[config.mk]
export PLATFORM = sky130hd
export DESIGN_NAME = hazard_stall_controller
export DESIGN_NICKNAME = d
export VERILOG_FILES = /design/src/rtl/hazard_stall_controller.sv
export SDC_FILE = /design/constraint.sdc
export NUM_CORES = 1
export LEC_CHECK = 0
export ABC_AREA = 1
export CORE_MARGIN = 5
export CORE_UTILIZATION = 30
export CTS_CLUSTER_SIZE = 8
export DETAILED_ROUTE_END_ITERATION = 10
export GPL_ROUTABILITY_DRIVEN = 0
export PLACE_DENSITY_LB_ADDON = 0.3
export SLEW_MARGIN = 15
export SYNTH_ARGS = -nofsm -noshare
export SYNTH_HDL_FRONTEND = slang
export SYNTH_SLANG_ARGS = --single-unit
[constraint.sdc]
create_clock -name clock -period 1.5 [get_ports clock]
set_input_delay 0.225 -clock clock [delete_from_list [all_inputs] [get_ports clock]]
set_output_delay 0.225 -clock clock [all_outputs]
set_load 0.01 [all_outputs]
[src/rtl/hazard_stall_controller.sv]
// hazard_stall_controller: pipeline hazard sequencer for a 5-stage MIPS.
// Ports:
//   clock, reset         rising-edge clock, asynchronous active-high reset
//   rsID/rtID, usesRs/Rt ID-stage source registers and their use flags
//   branchID, mdReadID   ID instruction resolves in ID / needs HI/LO unit
//   destIDEX/weIDEX/reIDEX   EX-stage producer (dest, writes, is load)
//   destEXMEM/reEXMEM    MEM-stage producer (dest, is load)
//   mdStartEX/mdDivEX    mult/div issue pulse and divide select
//   mispredictEX         EX-resolved branch mispredict
//   stallFront           hold PC and IF/ID
//   bubbleIDEX           insert NOP into ID/EX
//   flushIFID            squash IF/ID
//   mdBusy/mdCount       HI/LO unit occupancy and remaining cycles
module hazard_stall_controller #(
    parameter int MULT_CYCLES = 4,
    parameter int DIV_CYCLES  = 32,
    parameter int CNT_W       = 6
) (
    input  logic             clock,
    input  logic             reset,
    input  logic [4:0]       rsID,
    input  logic [4:0]       rtID,
    input  logic             usesRsID,
    input  logic             usesRtID,
    input  logic             branchID,
    input  logic             mdReadID,
    input  logic [4:0]       destIDEX,
    input  logic             weIDEX,
    input  logic             reIDEX,
    input  logic [4:0]       destEXMEM,
    input  logic             reEXMEM,
    input  logic             mdStartEX,
    input  logic             mdDivEX,
    input  logic             mispredictEX,
    output logic             stallFront,
    output logic             bubbleIDEX,
    output logic             flushIFID,
    output logic             mdBusy,
    output logic [CNT_W-1:0] mdCount
);
    typedef enum logic {IDLE, BRWAIT} state_t;
    state_t state;
    logic hit_ex, hit_mem, lu, br_ex, br_ld2, br_mem, md, hazard;
    // $0 is hardwired, so a zero destination never matches
    assign hit_ex  = (destIDEX != 5'd0) &
                     ((usesRsID && rsID == destIDEX) || (usesRtID && rtID == destIDEX));
    assign hit_mem = (destEXMEM != 5'd0) &
                     ((usesRsID && rsID == destEXMEM) || (usesRtID && rtID == destEXMEM));
    assign lu      = reIDEX & weIDEX & hit_ex;
    assign br_ex   = branchID & weIDEX & ~reIDEX & hit_ex;
    // a branch waiting on a load in EX needs the load to reach WB: two stalls
    assign br_ld2  = branchID & reIDEX & weIDEX & hit_ex;
    assign br_mem  = branchID & reEXMEM & hit_mem;
    assign md      = mdReadID & (mdBusy | mdStartEX);
    assign hazard  = lu | br_ex | br_ld2 | br_mem | md | (state == BRWAIT);
    // a mispredict squashes the younger instructions, so stalling them is moot
    assign stallFront = hazard & ~mispredictEX;
    assign bubbleIDEX = stallFront | mispredictEX;
    assign flushIFID  = mispredictEX;
    assign mdBusy     = (mdCount != '0);
    always_ff @(posedge clock or posedge reset) begin
        if (reset) begin
            state   <= IDLE;
            mdCount <= '0;
        end else begin
            state   <= (!mispredictEX && state == IDLE && br_ld2) ? BRWAIT : IDLE;
            // the mult/div is older than any mispredicted branch, so it keeps counting
            mdCount <= mdStartEX ? (mdDivEX ? CNT_W'(DIV_CYCLES - 1) : CNT_W'(MULT_CYCLES - 1))
                     : mdBusy    ? mdCount - 1'b1
                     : '0;
        end
    end
endmodule

; ---- After elaboration in Yosys (flattened, before gate mapping)
; Cells that the tools add are included.
[word_totals]
output_inout_bits = 10
register_bits = 7
word_cells = 47
[classes]
n_mux = 4
add_sub_neg = 1
bitwise_logic = 24
n_reduce_logical = 12
eq_ne = 4
[ops]
columns = op, n
row1 = $eq 5x5->1, 4
row2 = $and 1x1->1, 14
row3 = $mux 6, 2
row4 = $reduce_bool 5->1, 2
row5 = $or 1x1->1, 7
row6 = $logic_and 1x1->1, 6
row7 = $reduce_bool 6->1, 1
row8 = $sub 6x1->6 const B, 1
row9 = $mux 5, 1
row10 = $not 1->1, 3
row11 = $logic_or 1x1->1, 2
row12 = $logic_not 1->1, 1
row13 = $mux 1, 1

; ---- Logic depth before layout (Yosys ltp)
; Gate-level depths: netlist of run 1.
[logic_depth]
depth_word = 12
ltp_mapped = 10
depth_no_buf = 10

; ---- Worst setup path before layout of run 1
; Ideal clock, no wire load.
[synth_timing]
kind = reg-to-output
startpoint = reg mdCount[0]
endpoint = out bubbleIDEX
t_required_ns = 1.275
arrival_ns = 1.321
stages_incl_launch_ff = 10
setup_slack_ns = -0.046
path_cell_list = dfrtp_1 inv_1 ha_1 nand4_4 inv_2 nand2_2 a21oi_2 nand2_1 nor2_2 nand2_1
[synth_between]
elab_chain_len = 7
[synth_rtl]
columns = element, line_no
row1 = "start, declared", 39  ; output logic [CNT_W-1:0] mdCount
row2 = "start signal, assigned", 68  ; mdCount <= mdStartEX ? (mdDivEX ? CNT_W'(DIV_CYCLES - 1) : CNT_W'(MULT_CYCLES - 1))
row3 = $reduce_bool 6->1, 60  ; assign mdBusy = (mdCount != '0);
row4 = named net mdBusy, 38  ; output logic mdBusy,
row5 = $or 1x1->1, 54  ; assign md = mdReadID & (mdBusy | mdStartEX);
row6 = $and 1x1->1, 54
row7 = $or 1x1->1 (2 in a row), 55  ; assign hazard = lu | br_ex | br_ld2 | br_mem | md | (state == BRWAIT);
row8 = $and 1x1->1, 57  ; assign stallFront = hazard & ~mispredictEX;
row9 = $or 1x1->1, 58  ; assign bubbleIDEX = stallFront | mispredictEX;
row10 = "end, declared", 36  ; output logic bubbleIDEX,
; The timed path passes the listed nets, and every way through them passes these cells.

; ---- Final worst setup path of run 1
[layout_timing]
startpoint = reg mdCount[0]
endpoint = out stallFront
[layout_between]
elab_chain_len = 6
[layout_rtl]
columns = element, line_no
row1 = $reduce_bool 6->1, 60
row2 = $or 1x1->1, 54
row3 = $and 1x1->1, 54
row4 = $or 1x1->1 (2 in a row), 55
row5 = $and 1x1->1, 57
row6 = "end, declared", 35  ; output logic stallFront,
; No other way between the ends.

==> results of run 1 <==
[worst reg2reg max path, stage by stage (launching register included)]
cell and delay (ns):
dfrtp_1 0.37, inv_2 0.06, buf_4 0.13, ha_1 0.22, nand2_1 0.09, xor2_1 0.16
nand3_1 0.09, nand2_1 0.07
[layout by cell type (no fill, tap or decap)]
| cell type | netlist | final |
|---|---|---|
| nand3_1 | 7 | 7 |
| o21ai_0 | 5 | 5 |
| clkdlybuf4s50_1 | 0 | 15 |
| nor2_1 | 21 | 19 |
| buf_2 | 0 | 2 |
| dlygate4sd2_1 | 0 | 20 |
| xnor2_1 | 1 | 1 |
| nand3b_1 | 1 | 1 |
| o21ai_1 | 1 | 1 |
| buf_6 | 0 | 1 |
| nor2_4 | 0 | 1 |
| nand4_4 | 1 | 1 |
| nor3_2 | 0 | 1 |
| clkinv_2 | 0 | 1 |
| ha_4 | 0 | 1 |
| dfrtp_1 | 7 | 7 |
| clkbuf_4 | 0 | 3 |
| nand4_1 | 1 | 1 |
| buf_4 | 1 | 18 |
| nor2_2 | 2 | 3 |
| nand2_2 | 1 | 2 |
| nor3_1 | 3 | 2 |
| nand2_1 | 66 | 65 |
| a21oi_2 | 1 | 1 |
| dlymetal6s2s_1 | 0 | 3 |
| inv_1 | 23 | 17 |
| ha_1 | 2 | 1 |
| xor2_1 | 3 | 3 |
| inv_2 | 5 | 11 |
[final timing paths]
check,slack [ns],to,startpoint,cells after the start
worst min register to register,0.54,state$_DFF_PP0_,state$_DFF_PP0_,2
max in group asynchronous,1.09,mdCount[5]$_DFF_PP0_,reset,2
worst min-delay path,0.19,mdCount[4]$_DFF_PP0_,reset,2
worst max-delay path,-0.27,stallFront,mdCount[0]$_DFF_PP0_,10
worst max register to register,0.26,mdCount[4]$_DFF_PP0_,mdCount[0]$_DFF_PP0_,7
min in group clock,0.53,state$_DFF_PP0_,weIDEX,3
[synthesized netlist by cell type (all sizes together)]
cell type  count
nand2         67
inv           28
nor2          23
dfrtp          7
nand3          7
o21ai          6
nor3           3
xor2           3
ha             2
nand4          2
a21oi          1
buf            1
nand3b         1
xnor2          1
[cell families (layout without fill, tap and decap cells)]
kind of cell,after synthesis,in the layout
AOI/OAI and AO/OA,7,7
and+or+nand+nor,103,103
xor gates and xnor gates,4,4
DFF,7,7
buffers and inverters,29,91
adders and majority gates,2,2
[state kept, by name (all words and copies together), names as in the netlist]
name,cells
state,1
mdCount,6
[report_power, final]
part | internal, mW | switching, mW
sequential | 0.204 | 0.0127
combinational | 0.180 | 0.163
clock | 0.0982 | 0.0835
total | 0.483 | 0.259
[metal layers]
metal  vias up  track usage [%]
met3         5             2.34
met5         -                0
met2        22             22.7
li1        578                -
met1       457             17.7
met4         0             4.07
[area by class of cell]
cell class | count | area share, %
clock inverter | 1 | 0.351
tap | 31 | 2.72
inverter | 28 | 7.37
multi-input combinational | 116 | 39.2
sequential | 7 | 12.3
clock buffer | 3 | 1.58
timing repair buffer | 59 | 36.4
[repair_timing]
item / in CTS / in global routing
resized for setup: 40 / 6
pin swaps: 4 / 0
endpoints found under the hold margin: 0 / 0
hold buffers: 0 / 0
cloned: 0 / 0
buffers inserted: 1 / 0
setup endpoints to repair: 8 / 5
==> metrics.csv, run 1 <==
stage,metric,value,unit
run_status,outcome,"finished, violations left",
run_status,failing checks,negative setup slack,
yosys,sequential share of the synthesized area,21.4,%
power,P per Cell Area,521,nW/um2
yosys,largest cells by area after synthesis,"nand2_1, dfrtp_1, inv_1",
routing,highest routed layer,met4,
global_routing,global route total overflow,0,
yosys,YS warnings,0,
setup_path,CP Class,flip-flop to output port,
yosys,post-synthesis compound-gate area fraction,4.75,%
global_routing,GRT Util Overall,13.6,%
clock_tree,"Clk Latency, worst-skew pair",0.26,ns
routing,first-pass iteration count of the detailed router,4,
floorplanning,total die area,3870,um2
floorplanning,die height,62.2,um
setup_path,Worst Path Arrival,1.54,ns
finish,fin cells,245,
timing,RSZ-0062 raised after global routing,true,
yosys,synthesized area,817,um2
placed_design,DP Wirelength,2130,um
floorplanning,Die Width,62.2,um
routing,DR vias/cell,4.33,
finish,layout cells sized above 1,21.5,%
placed_design,dpl ws,-0.812,ns
floorplanning,initial cell density of the core,30.4,%
finish,n_diodes,0,
floorplanning,Cell Rows,19,
clock_tree,clk slew on worst S/H paths,0.06,ns
routing,metal3 WL,131,um
finish,Filler Cell Count,292,
timing,Max Freq,0.567,GHz
clock_tree,CTS tree,done,
setup_path,CP endpoint kind,output port,
setup_path,crit path launch type,flip-flop,
timing,"Slew Viols, Final",0,
clock_tree,clock root buffer,clkbuf_4,
placed_design,placed cell area,1390,um2
timing,setup_tns,-0.525,ns
finish,Final #Nets,249,
yosys,largest family of logic cells by synthesized area,simple AND/OR/NAND/NOR gates,
routing,via count,1062,
yosys,Synth area leader,nand2_1,
power,Tot Pwr,742,uW
timing,Worst Skew,0.00148,ns
placed_design,dpl cells,240,
timing,Hold WS,0.194,ns
yosys,Synth top area share,30.3,%
routing,Post-DRT Antenna Nets,0,
routing,Detailed Route WL,2560,um
placed_design,IO buf count,41,
clock_tree,Num CTS Buffers,3,
yosys,Avg Inst Size Synth,5.38,um2
power,leakage power,0.836,nW
yosys,mux cell area share after synthesis,0,%
global_routing,pin count of the biggest net entering global routing,8,
setup_path,crit path buf inv count,3,
yosys,adder-cell share of the synthesized area,3.06,%
timing,final setup fails,2,
finish,post-route cell area,1430,um2
power,worst IR drop on VDD,0.493,mV
global_routing,first-pass GRT wire length,4460,um
setup_path,Critical Path RT,1.27,ns
timing,Tmin final,1.77,ns
yosys,Post-Synthesis Cells,152,
timing,Worst Max-Slew Pin Slew,0.285,ns
clock_tree,H-tree levels,1,
setup_path,crit-path leading delay family,flip-flops,
finish,sequential cell area,175,um2
finish,synthesis-to-finish area growth,74.4,%
routing,Iter 0 DRT Violations,50,
job,Max-Cap Viols,0,
finish,multi-input logic area,559,um2
yosys,Post-Synth XOR/XNOR Area,4.29,%
timing,final worst slack,-0.265,ns
routing,DR WL/cell,10.5,um
yosys,#FFs+latches synth,7,
timing,part of the cycle the worst path needs,118,%
floorplanning,Ports,42,
yosys,Post-Syn Nets,186,
global_routing,initial antenna violation count,0,
yosys,library cells used by synthesis,19,
routing,DRC Markers,0,
timing,"Hold Vio Cnt, Final",0,
finish,Finished Core Util,53.1,%
routing,met1 wire length,1130,um
setup_path,critical path's slowest cell,dfrtp_1,
clock_tree,CTS Sinks,7,
setup_path,crit-path cells,inv_2 -> ha_4 -> nand4_4 -> inv_2 -> nand2_2 -> a21oi_2 -> nand2_1 -> nor2_2 -> nor2_1 -> buf_2,
setup_path,Crit path top cell by count,inv_2,
setup_path,CP peak stage delay,0.40,ns
yosys,post-synthesis simple-gate area fraction,52.7,%
routing,routed length on met2,1270,um
min_path,worst hold path type,input pin to asynchronous set/reset pin,
setup_path,largest fanout on the critical path,3,
timing,slew margin rel.,81.0,%
global_routing,vias in the first global route,1028,
clock_tree,Max Root-Sink Buffers,2,
floorplanning,Core Region,2690,um2
Note: power is estimated with default switching activity, not from simulation.
==> run 2: changes to the inputs <==
CORE_UTILIZATION = 32   (was 30)
GPL_TIMING_DRIVEN = 0   (was unset)
==> run 2 against run 1 <==
Against the previous run: the run still ends with negative setup slack left; final area shrank 4.6%; register-to-register slack about the same; sequential power about the same; sequential share of layout area is 0.59 points higher; clock skew rose by 0.0021 ns; critical path depth did not move; global-route usage shrank 0.050 points; utilization up 2.4 points; largest power group unchanged; highest routed layer unchanged.
==> metrics.csv, run 2 (synthesis results as in run 1) <==
stage,metric,value,unit
clock_tree,H-tree levels,1,
routing,DRC Markers,0,
timing,RSZ-0062 raised after global routing,true,
timing,slew margin rel.,81.6,%
floorplanning,die height,60.5,um
setup_path,Critical Path RT,1.27,ns
floorplanning,Ports,42,
finish,biggest regs,"mdCount: 6 flops, state: 1 flops",
placed_design,placed cell area,1270,um2
finish,Top reg by flops,mdCount,
routing,Detailed Route WL,2400,um
clock_tree,Num CTS Buffers,3,
finish,"commonest cells after routing, fill and taps aside","nand2_1, nor2_1, clkdlybuf4s50_1",
global_routing,global route total overflow,0,
finish,n_diodes,0,
timing,Tmin final,1.79,ns
placed_design,DP Wirelength,2010,um
finish,sequential cell area,175,um2
placed_design,IO buf count,41,
floorplanning,total die area,3660,um2
global_routing,GRT Util Overall,13.5,%
setup_path,largest fanout on the critical path,3,
timing,final worst slack,-0.286,ns
clock_tree,CTS tree,done,
global_routing,pin count of the biggest net entering global routing,8,
finish,"most common cell after layout, fill and taps aside",nand2_1,
setup_path,CP Class,flip-flop to output port,
floorplanning,Core Region,2450,um2
floorplanning,Die Width,60.5,um
timing,Max Freq,0.560,GHz
finish,max reg flops,6,
timing,"Slew Viols, Final",0,
power,Tot Pwr,714,uW
floorplanning,Cell Rows,18,
routing,DR WL/cell,10.2,um
finish,multi-input logic area,549,um2
clock_tree,"Clk Latency, worst-skew pair",0.25,ns
min_path,worst hold path type,input pin to asynchronous set/reset pin,
timing,final setup fails,2,
timing,Worst Skew,0.00356,ns
clock_tree,Max Root-Sink Buffers,2,
run_status,failing checks,negative setup slack,
finish,synthesis-to-finish area growth,66.5,%
job,Max-Cap Viols,0,
finish,Final #Nets,240,
routing,via count,1043,
setup_path,CP endpoint kind,output port,
run_status,outcome,"finished, violations left",
clock_tree,clk slew on worst S/H paths,0.05,ns
timing,part of the cycle the worst path needs,119,%
setup_path,crit path launch type,flip-flop,
finish,Finished Core Util,55.4,%
routing,first-pass iteration count of the detailed router,5,
power,P per Cell Area,525,nW/um2
global_routing,vias in the first global route,917,
timing,"Hold Vio Cnt, Final",0,
clock_tree,clock root buffer,clkbuf_4,
timing,Worst Max-Slew Pin Slew,0.276,ns
routing,Iter 0 DRT Violations,46,
floorplanning,initial cell density of the core,33.3,%
placed_design,dpl cells,223,
finish,Filler Cell Count,259,
routing,Post-DRT Antenna Nets,0,
finish,layout cells sized above 1,17.1,%
routing,DR vias/cell,4.44,
finish,post-route cell area,1360,um2
global_routing,first-pass GRT wire length,3800,um
finish,fin cells,235,
global_routing,initial antenna violation count,0,
setup_path,Worst Path Arrival,1.56,ns
clock_tree,CTS Sinks,7,
power,worst IR drop on VDD,0.522,mV
power,leakage power,0.804,nW
[run 2: worst max-delay path, cell delays in order, from the launching register on]
cell and delay (ns):
dfrtp_1 0.39, inv_2 0.09, ha_4 0.15, nand4_4 0.08
inv_2 0.08, nand2_2 0.05, a21oi_2 0.11, nand2_1 0.07
nor2_2 0.11, nand2_2 0.06, buf_6 0.11
[run 2: metal layers]
| layer | vias to the layer above | track usage (%) | wire [um] |
|---|---|---|---|
| li1 | 558 | - | - |
| met1 | 453 | 16.6 | 970 |
| met2 | 30 | 24.5 | 1240 |
| met3 | 2 | 3.40 | 190 |
| met4 | 0 | 1.86 | 4 |
| met5 | - | 0 | 0 |
[run 2: layout make-up]
cell class / count / share of cell area (%)
Sequential cell: 7 / 12.9
Timing Repair Buffer: 49 / 33.8
Inverter: 28 / 7.73
Tap cell: 30 / 2.76
Buffer: 1 / 0.552
Clock buffer: 4 / 1.93
Multi-Input combinational cell: 116 / 40.4
[run 2: power by group]
| part | internal (mW) | switching (mW) | total [mW] |
|---|---|---|---|
| Clock | 0.101 | 0.0674 | 0.169 |
| Sequential | 0.205 | 0.0139 | 0.219 |
| Combinational | 0.169 | 0.157 | 0.326 |
[run 2: worst paths after layout]
kind                            slack (ns)                 start  depth (start not counted)                    to
worst max-delay path                 -0.29  mdCount[1]$_DFF_PP0_                         10            bubbleIDEX
worst min-delay path                  0.21                 reset                          2  mdCount[0]$_DFF_PP0_
worst max register to register        0.25  mdCount[1]$_DFF_PP0_                          6  mdCount[5]$_DFF_PP0_
worst min register to register        0.54       state$_DFF_PP0_                          2       state$_DFF_PP0_
max in group asynchronous             1.07                 reset                          2  mdCount[5]$_DFF_PP0_
min in group clock                    0.54                weIDEX                          3       state$_DFF_PP0_
[run 2: timing repair]
item                                    in CTS  in global routing
buffers inserted                             7                  1
hold endpoints to repair                     0                  0
gates resized for setup                     30                 10
pin swaps                                    7                  1
hold buffers                                 0                  0
endpoints found under the setup margin       4                  6
[run 2: metrics by stage]
stage / setup WS, ns / hold slack (ns) / TNS, ns
floorplan: 0.00184 / 0.0284 / 0
global placement: -0.776 / 0.481 / -1.59
detailed placement: -0.789 / 0.481 / -1.64
CTS: -0.293 / 0.211 / -0.587
global route: -0.426 / 0.228 / -0.844
finish: -0.286 / 0.206 / -0.571
==> run 3: changes to the inputs <==
CORE_MARGIN = unset   (was 5)
PLACE_DENSITY = 0.7   (was unset)
PLACE_DENSITY_LB_ADDON = unset   (was 0.3)
==> run 3 against run 2 <==
Against the previous run: the flow still finishes with violations (negative setup slack); first-iteration DRC count fell by 41%; via count fell by 0.48%; largest cell class unchanged; register-to-register slack got worse by 0.07 ns; combinational power barely moved; die area fell by 25%.
==> metrics.csv, run 3 (synthesis results as in run 1) <==
stage,metric,value,unit
clock_tree,H-tree levels,1,
setup_path,critical path launch point,mdCount[1]$_DFF_PP0_,
timing,"Hold Vio Cnt, Final",0,
routing,Detailed Route WL,2440,um
clock_tree,Max Root-Sink Buffers,2,
global_routing,first-pass GRT wire length,3750,um
finish,fin cells,233,
global_routing,global route total overflow,0,
setup_path,crit-path leading delay family,flip-flops,
power,Reg power frac,30.3,%
routing,first-pass iteration count of the detailed router,4,
timing,RSZ-0062 raised after global routing,true,
finish,"most common cell after layout, fill and taps aside",nand2_1,
timing,Hold WS,0.198,ns
global_routing,vias in the first global route,927,
setup_path,crit-path cells,inv_2 -> ha_4 -> nand4_4 -> inv_2 -> nand2_2 -> a21oi_2 -> nand2_1 -> nor2_2 -> nor2_1 -> buf_2,
power,switching power,251,uW
floorplanning,initial cell density of the core,35.2,%
setup_path,worst reg2reg startpoint,mdCount[1]$_DFF_PP0_,
global_routing,initial antenna violation count,0,
finish,Top reg by flops,mdCount,
routing,Iter 0 DRT Violations,27,
setup_path,Critical Path RT,1.27,ns
floorplanning,Die Width,52.5,um
placed_design,DP Wirelength,1940,um
setup_path,CP peak stage delay,0.39,ns
power,Pint,471,uW
setup_path,R2R depth,8,
finish,Final #Nets,240,
clock_tree,Num CTS Buffers,3,
placed_design,dpl ws,-0.787,ns
setup_path,CP Class,flip-flop to output port,
clock_tree,CTS tree,done,
global_routing,GRT Util Overall,18.6,%
floorplanning,Ports,42,
min_path,worst hold path type,input pin to asynchronous set/reset pin,
setup_path,crit path launch type,flip-flop,
floorplanning,Core Region,2320,um2
setup_path,CP endpoint kind,output port,
placed_design,IO buf count,41,
finish,"commonest cells after routing, fill and taps aside","nand2_1, dlygate4sd2_1, nor2_1",
timing,slew margin rel.,81.3,%
setup_path,largest fanout on the critical path,3,
finish,layout cells sized above 1,17.1,%
run_status,failing checks,negative setup slack,
global_routing,pin count of the biggest net entering global routing,8,
finish,max reg flops,6,
clock_tree,clock root buffer,clkbuf_4,
placed_design,dpl cells,221,
timing,final worst slack,-0.309,ns
power,Switching Share,34.7,%
timing,part of the cycle the worst path needs,121,%
timing,Max Freq,0.553,GHz
power,leakage power,0.777,nW
routing,via count,1038,
timing,Worst Max-Slew Pin Slew,0.281,ns
run_status,outcome,"finished, violations left",
routing,Post-DRT Antenna Nets,0,
floorplanning,total die area,2760,um2
finish,biggest regs,"mdCount: 6 flops, state: 1 flops",
setup_path,critical path depth in cells,10,
placed_design,placed cell area,1270,um2
routing,DR WL/cell,10.5,um
clock_tree,clk slew on worst S/H paths,0.06,ns
routing,DR vias/cell,4.45,
power,clock share of power,24.7,%
power,worst IR drop on VDD,0.531,mV
setup_path,Worst Path Arrival,1.58,ns
timing,Tmin final,1.81,ns
routing,DRC Markers,0,
power,P per Cell Area,536,nW/um2
floorplanning,Cell Rows,17,
timing,final setup fails,2,
timing,"Slew Viols, Final",0,
setup_path,critical path's slowest cell,dfrtp_1,
finish,post-route cell area,1350,um2
setup_path,crit path buf inv count,3,
clock_tree,CTS Sinks,7,
finish,synthesis-to-finish area growth,64.9,%
floorplanning,die height,52.5,um
timing,Worst Skew,0.00431,ns
finish,n_diodes,0,
setup_path,Crit path top cell by count,inv_2,
clock_tree,"Clk Latency, worst-skew pair",0.26,ns
power,Comb pwr share,45.0,%
job,Max-Cap Viols,0,
run 3: changes by cell type in the layout (fill, tap and decap cells not counted):
| cell | previous run | this run |
|---|---|---|
| dlygate4sd2_1 | 14 | 22 |
| dlymetal6s2s_1 | 6 | 1 |
| clkdlybuf4s50_1 | 18 | 15 |
| buf_6 | 1 | 3 |
| nor2_2 | 4 | 2 |
| buf_4 | 9 | 8 |
| clkbuf_2 | 1 | 0 |
| inv_1 | 17 | 16 |
| inv_2 | 11 | 12 |
| nor2_1 | 19 | 20 |
| nor2_4 | 0 | 1 |
run 3: repair_timing:
action / CTS / global route
gates resized for setup: 39 / 8
pin swaps: 8 / 1
buffers inserted: 6 / 2
hold buffers: 0 / 0
endpoints found under the setup margin: 4 / 3
endpoints found under the hold margin: 0 / 0
run 3: final timing paths:
| path | slack, ns | endpoint |
|---|---|---|
| setup reg to reg | 0.18 | mdCount[4]$_DFF_PP0_ |
| min in group clock | 0.53 | state$_DFF_PP0_ |
| hold / removal | 0.20 | mdCount[1]$_DFF_PP0_ |
| hold reg to reg | 0.54 | state$_DFF_PP0_ |
| setup / recovery | -0.31 | stallFront |
| max in group asynchronous | 1.08 | mdCount[2]$_DFF_PP0_ |
run 3: layer usage:
metal / share of wire (%) / wire [um] / global-route usage, %
met1: 43 / 1050 / 22.4
met2: 51 / 1250 / 34.2
met3: 5.7 / 140 / 4.35
met4: 0 / 0 / 1.32
met5: 0 / 0 / 0
run 3: stage by stage:
stage	power (mW)	setup TNS [ns]	util [%]
6_report	0.722	-0.618	58.1
5_1_grt	0.777	-0.789	58.1
4_1_cts	0.713	-0.586	56.8
3_5_place_dp	0.528	-1.66	54.7
3_3_place_gp	0.521	-1.61	54.7
2_1_floorplan	0.360	0	-
run 3: power groups by stage:
| stage | clock [mW] | combinational (mW) | sequential, mW |
|---|---|---|---|
| 2_1_floorplan | 0 | 0.130 | 0.230 |
| 3_3_place_gp | 0 | 0.296 | 0.224 |
| 3_5_place_dp | 0 | 0.303 | 0.225 |
| 4_1_cts | 0.183 | 0.314 | 0.216 |
| 5_1_grt | 0.193 | 0.362 | 0.221 |
| 6_report | 0.178 | 0.325 | 0.219 |
run 3: final cells by class:
| type | instances | area, um2 |
|---|---|---|
| Sequential cell | 7 | 175 |
| Timing Repair Buffer | 49 | 447 |
| Inverter | 28 | 105 |
| Multi-Input combinational cell | 116 | 552 |
| Fill cell | 230 | 971 |
| Tap cell | 28 | 35.0 |
| Clock buffer | 4 | 26.3 |
| Buffer | 1 | 7.51 |
